[config.mk]
export PLATFORM = sky130hd
export DESIGN_NAME = stopwatch_counter
export DESIGN_NICKNAME = d
export VERILOG_FILES = /design/src/rtl/stopwatch_counter.sv
export SDC_FILE = /design/constraint.sdc
export NUM_CORES = 1
export LEC_CHECK = 0
export CAP_MARGIN = 5
export CELL_PAD_IN_SITES_DETAIL_PLACEMENT = 0
export CELL_PAD_IN_SITES_GLOBAL_PLACEMENT = 1
export CORE_MARGIN = 3
export CORE_UTILIZATION = 40
export DETAILED_ROUTE_END_ITERATION = 8
export GPL_TIMING_DRIVEN = 0
export PLACE_DENSITY = 0.73
export SLEW_MARGIN = 40
export SYNTH_ARGS = -nofsm -noshare
export SYNTH_HDL_FRONTEND = slang
export SYNTH_SLANG_ARGS = --single-unit
[constraint.sdc]
create_clock -name clock -period 2.3 [get_ports clock]
set_input_delay 0.46 -clock clock [delete_from_list [all_inputs] [get_ports clock]]
set_output_delay 0.46 -clock clock [all_outputs]
set_load 0.05 [all_outputs]
[src/rtl/stopwatch_counter.sv]
// -----------------------------------------------------------------------------
// stopwatch_counter
//
// Elapsed-time datapath for the stopwatch. A prescaler divides the system
// clock down to one centisecond step while `run` is high; each step advances
// a BCD count of minutes, seconds and centiseconds (0:00.00 .. 9:59.99).
// The count freezes while `run` is low, keeping any partial prescaler
// interval so that pausing does not lose time.
//
// Parameters:
//   TICK_DIV  clock cycles per centisecond (>= 2)
//   PRE_W     prescaler width, 2**PRE_W >= TICK_DIV
//
// Ports:
//   clock  in   system clock, rising-edge active
//   reset  in   asynchronous active-high reset, clears all state
//   run    in   1 = counting, 0 = paused (already synchronous to clock)
//   clear  in   synchronous zero of count, prescaler, tick and ovf
//   cs_u   out  centiseconds units, BCD 0-9
//   cs_t   out  centiseconds tens, BCD 0-9
//   s_u    out  seconds units, BCD 0-9
//   s_t    out  seconds tens, BCD 0-5
//   min    out  minutes, BCD 0-9
//   tick   out  one-cycle pulse in the cycle after the count advances
//   ovf    out  sticky flag, set when the count wraps 9:59.99 -> 0:00.00
// -----------------------------------------------------------------------------
module stopwatch_counter #(
  parameter int TICK_DIV = 1000000,
  parameter int PRE_W    = 20
) (
  input  logic       clock,
  input  logic       reset,
  input  logic       run,
  input  logic       clear,
  output logic [3:0] cs_u,
  output logic [3:0] cs_t,
  output logic [3:0] s_u,
  output logic [2:0] s_t,
  output logic [3:0] min,
  output logic       tick,
  output logic       ovf
);

  localparam logic [PRE_W-1:0] PRE_LAST = PRE_W'(TICK_DIV - 1);
  localparam logic [PRE_W-1:0] PRE_ZERO = PRE_W'(0);
  localparam logic [PRE_W-1:0] PRE_ONE  = PRE_W'(1);

  logic [PRE_W-1:0] r_pre;
  logic [3:0]       r_cs_u;
  logic [3:0]       r_cs_t;
  logic [3:0]       r_s_u;
  logic [2:0]       r_s_t;
  logic [3:0]       r_min;
  logic             r_tick;
  logic             r_ovf;

  logic             w_tc;
  logic [PRE_W-1:0] w_pre_nxt;
  logic             w_c_cs_t;
  logic             w_c_s_u;
  logic             w_c_s_t;
  logic             w_c_min;
  logic             w_wrap;
  logic [3:0]       w_cs_u_nxt;
  logic [3:0]       w_cs_t_nxt;
  logic [3:0]       w_s_u_nxt;
  logic [2:0]       w_s_t_nxt;
  logic [3:0]       w_min_nxt;

  // Prescaler: counts only while run is high, so a paused partial interval
  // is kept; the terminal count is the centisecond increment strobe.
  always_comb begin
    w_tc      = 1'b0;
    w_pre_nxt = r_pre;
    if (run) begin
      if (r_pre == PRE_LAST) begin
        w_tc      = 1'b1;
        w_pre_nxt = PRE_ZERO;
      end else begin
        w_pre_nxt = r_pre + PRE_ONE;
      end
    end else begin
      w_pre_nxt = r_pre;
    end
  end

  // Carry chain: every digit's carry-in is resolved in the same cycle, so a
  // multi-digit rollover (e.g. 0:59.99 -> 1:00.00) lands on one edge.
  always_comb begin
    w_c_cs_t = w_tc     && (r_cs_u == 4'd9);
    w_c_s_u  = w_c_cs_t && (r_cs_t == 4'd9);
    w_c_s_t  = w_c_s_u  && (r_s_u  == 4'd9);
    w_c_min  = w_c_s_t  && (r_s_t  == 3'd5);
    w_wrap   = w_c_min  && (r_min  == 4'd9);
  end

  // Next digit values: a digit with carry-in either rolls to 0 at its
  // maximum or increments; otherwise it holds.
  always_comb begin
    w_cs_u_nxt = r_cs_u;
    w_cs_t_nxt = r_cs_t;
    w_s_u_nxt  = r_s_u;
    w_s_t_nxt  = r_s_t;
    w_min_nxt  = r_min;
    if (w_tc) begin
      w_cs_u_nxt = w_c_cs_t ? 4'd0 : (r_cs_u + 4'd1);
    end else begin
      w_cs_u_nxt = r_cs_u;
    end
    if (w_c_cs_t) begin
      w_cs_t_nxt = w_c_s_u ? 4'd0 : (r_cs_t + 4'd1);
    end else begin
      w_cs_t_nxt = r_cs_t;
    end
    if (w_c_s_u) begin
      w_s_u_nxt = w_c_s_t ? 4'd0 : (r_s_u + 4'd1);
    end else begin
      w_s_u_nxt = r_s_u;
    end
    if (w_c_s_t) begin
      w_s_t_nxt = w_c_min ? 3'd0 : (r_s_t + 3'd1);
    end else begin
      w_s_t_nxt = r_s_t;
    end
    if (w_c_min) begin
      w_min_nxt = w_wrap ? 4'd0 : (r_min + 4'd1);
    end else begin
      w_min_nxt = r_min;
    end
  end

  // State registers: clear outranks a coincident terminal count, which is
  // discarded along with the pending tick.
  always_ff @(posedge clock or posedge reset) begin
    if (reset) begin
      r_pre  <= PRE_ZERO;
      r_cs_u <= 4'd0;
      r_cs_t <= 4'd0;
      r_s_u  <= 4'd0;
      r_s_t  <= 3'd0;
      r_min  <= 4'd0;
      r_tick <= 1'b0;
      r_ovf  <= 1'b0;
    end else if (clear) begin
      r_pre  <= PRE_ZERO;
      r_cs_u <= 4'd0;
      r_cs_t <= 4'd0;
      r_s_u  <= 4'd0;
      r_s_t  <= 3'd0;
      r_min  <= 4'd0;
      r_tick <= 1'b0;
      r_ovf  <= 1'b0;
    end else begin
      r_pre  <= w_pre_nxt;
      r_cs_u <= w_cs_u_nxt;
      r_cs_t <= w_cs_t_nxt;
      r_s_u  <= w_s_u_nxt;
      r_s_t  <= w_s_t_nxt;
      r_min  <= w_min_nxt;
      r_tick <= w_tc;
      r_ovf  <= r_ovf | w_wrap;
    end
  end

  assign cs_u = r_cs_u;
  assign cs_t = r_cs_t;
  assign s_u  = r_s_u;
  assign s_t  = r_s_t;
  assign min  = r_min;
  assign tick = r_tick;
  assign ovf  = r_ovf;

endmodule

==> results.md <==
* Mean post-synth cell area at 9.44 um2
* VDD IR max at 0.186 mV
* Final Setup Violations at 0
* Worst Path Max Fanout at 10
* Slew Limit Fails at 0
* DR vias/cell at 5.63
* First-pass GRT wire length at 10300 um
* Clk_skew at 0.00517 ns
* Outcome: finished, final reports clean
* Clock latency reported for the late side of the worst-skew pair at 0.29 ns
* Vias in the first global route at 2004
* CTS tree: done
* Worst Tran Pin Value at 0.635 ns
* Post-synth EDFFs at 0
* Gr ovfl total at 0
* Initial Utilization at 0.429
* Avg WL per Cell at 15.7 um
* Post-Syn Area at 0.00246 mm2
* Most used flip-flop cell after synthesis: dfrtp_1
* WP data arrival at 2.37 ns
* WS Path Type: in -> reg
* 1st-iter DRT viols at 100
* Util after Layout at 0.506
* Final hold vios at 0
* CTS root buf: clkbuf_8
* CTS Hold Buffers Added at 0
* Pwr/cell area at 439 mW/mm2
* Sequential-to-total area share from yosys stat at 0.416
* Syn Inst Count at 261
* Site Rows at 27
* Die Y at 84.5 um
* MaxCap Viol Count at 0
* CORE AREA at 0.00574 mm2
* Crit path time final at 2.16 ns
* Routability-driven placement congestion ratio at 0.788
* Total routed wirelength at 5720 um
* Reg2reg setup slack at 0.21 ns
* DP Wirelength at 4100 um
* Setup ws final at 0.144 ns
* TritonCTS Buffers at 5
* Tcrit/Tclk final at 0.938
* Clock-pin slew on the worst setup and hold paths at 0.08 ns
* Cell variety after synth at 50
* Diode count at 0
* Startpoint Class: primary input
* H-Tree Level Count at 2
* P&R area growth vs syn at 18.0%
* Layout cells sized above 1 at 0.0856
* YS warnings at 0
* FF+latch count, synth at 41
* Post-Syn Nets at 276
* GRT Resource Usage Total at 0.177
* LEAKAGE at 1.20 nW
* Unrepaired setup endpoints after global routing: false
* Largest net degree at the start of global routing at 22
* Max Freq at 464 MHz
* Final net count at 307
* Final ANT Viol Nets at 0
* Post-CTS Setup Bufs at 0
* Reg-to-Reg Start: cs_u[1]$_DFFE_PP0P_
* Placement Setup Slack at -0.368 ns
* First-pass DRT Iterations at 5
* Vias at 2051
* HP Class: in -> async
* IO buf count at 23
* Worst r2r path cells at 8
* Fraction of registers with async set/reset at 1.00
* Max Root-Sink Buffers at 2
* DRC violations left at 0
* CP Data Required Time at 2.52 ns
* Critical path capture point type: flop
* R2R Path End: s_u[0]$_DFFE_PP0P_
* Rel. slew slack at 0.575
* IO Pins at 25
* Initial antenna violation count at 0
* Chip width at 84.5 um
* Clock tree sinks at 41
* Die ar. at 0.00714 mm2
## layout by cell type, fill, tap and decap left out, types with 7 or more instances in the layout
| cell | n |
|---|---|
| a21oi_1 | 20 |
| nand3_1 | 7 |
| nor3_1 | 7 |
| inv_1 | 8 |
| nand4_1 | 19 |
| clkdlybuf4s50_1 | 23 |
| nor2_1 | 26 |
| o21ai_0 | 11 |
| nand2_1 | 17 |
| ha_1 | 11 |
| or3_1 | 7 |
| dfrtp_1 | 40 |
| o31ai_1 | 8 |
## timing repair
item,CTS,global route
pin swaps,0,0
gates resized for setup,1,4
endpoints found under the hold margin,0,0
endpoints found under the setup margin,10,1
## critical path: stages
cell             delay, ns
clkdlybuf4s50_1       0.53
and4b_1               0.21
clkbuf_4              0.19
nand4_2               0.16
buf_4                 0.21
or4_1                 0.47
a21oi_1               0.15
## through the flow
step / total power, mW / TNS [ns] / hold slack, ns / std cells / cell area (um2)
global placement: 0.802 / -9.43 / 0.493 / 356 / 2780
floorplan: 0.781 / 0 / 0.514 / 261 / 2460
global route: 1.34 / 0 / 0.486 / 364 / 2910
finish: 1.28 / 0 / 0.478 / 364 / 2910
detailed placement: 0.810 / -4.87 / 0.488 / 357 / 2810
CTS: 1.30 / 0 / 0.479 / 364 / 2900
## layer usage
layer  up-vias  part of all wire  global-route usage
met5         -                 0                   0
met4         0            0.0045              0.0475
met3         2             0.028              0.0324
met2        37              0.45               0.255
met1       979              0.52               0.271
li1       1033                 -                   -
## worst max-delay path by stage
stage	from	endpoint	slack, ns	cells past startpoint
after global routing	run	s_u[0]$_DFFE_PP0P_	0.006	7
after CTS	run	s_u[0]$_DFFE_PP0P_	0.12	7
final	run	s_u[0]$_DFFE_PP0P_	0.14	7
after detailed placement	run	r_pre[9]$_DFFE_PP0P_	-0.37	6
after floorplan	cs_u[0]$_DFFE_PP0P_	s_u[0]$_DFFE_PP0P_	0.09	7
after global placement	run	r_pre[10]$_DFFE_PP0P_	-0.40	6
## state kept, by name, indices dropped and copies added, names as in the netlist
register	cells
r_pre	20
s_u	4
s_t	3
cs_t	4
min	4
ovf	1
cs_u	4
tick	1
## cell usage after synthesis, drive strengths merged (5+ instances only)
cell type | n | area, um2
nor3 | 7 | 35.0
dfrtp | 41 | 1030
xor2 | 6 | 52.6
inv | 9 | 33.8
nand3 | 7 | 35.0
nand2 | 17 | 63.8
and4 | 6 | 52.6
o21ai | 12 | 60.1
nor2 | 26 | 97.6
nand4 | 22 | 165
o31ai | 9 | 81.3
a21oi | 20 | 100
xnor2 | 6 | 52.6
clkbuf | 5 | 18.8
buf | 8 | 47.5
ha | 11 | 138
or3 | 7 | 43.8
## area by class of cell
type | count | area [um2]
fillers | 573 | 2840
multi-input cells | 197 | 1330
well taps | 72 | 90.1
inverters | 10 | 40.0
plain buffers | 13 | 72.6
repair buffers | 24 | 258
flip-flops and latches | 41 | 1030
clock buffers | 7 | 86.3
## power by group
group          leakage [nW]  switching, mW  internal (mW)
Combinational         0.588         0.0454         0.0198
Clock                0.0443          0.245          0.238
Sequential            0.570        0.00445          0.724
Total                  1.20          0.295          0.982
## logic make-up (layout without fill, tap and decap cells)
logic type                 count (synthesis)  count (layout)  synth area share
buffers and inverters                     23              54            0.0421
DFF                                       41              41             0.416
xor gates and xnor gates                  12              12            0.0427
muxes                                      4               4            0.0173
and+or+nand+nor                          115             115             0.278
adders and majority gates                 11              11            0.0559
AOI/OAI and AO/OA                         55              55             0.147
(Power assumes the default switching activity.)
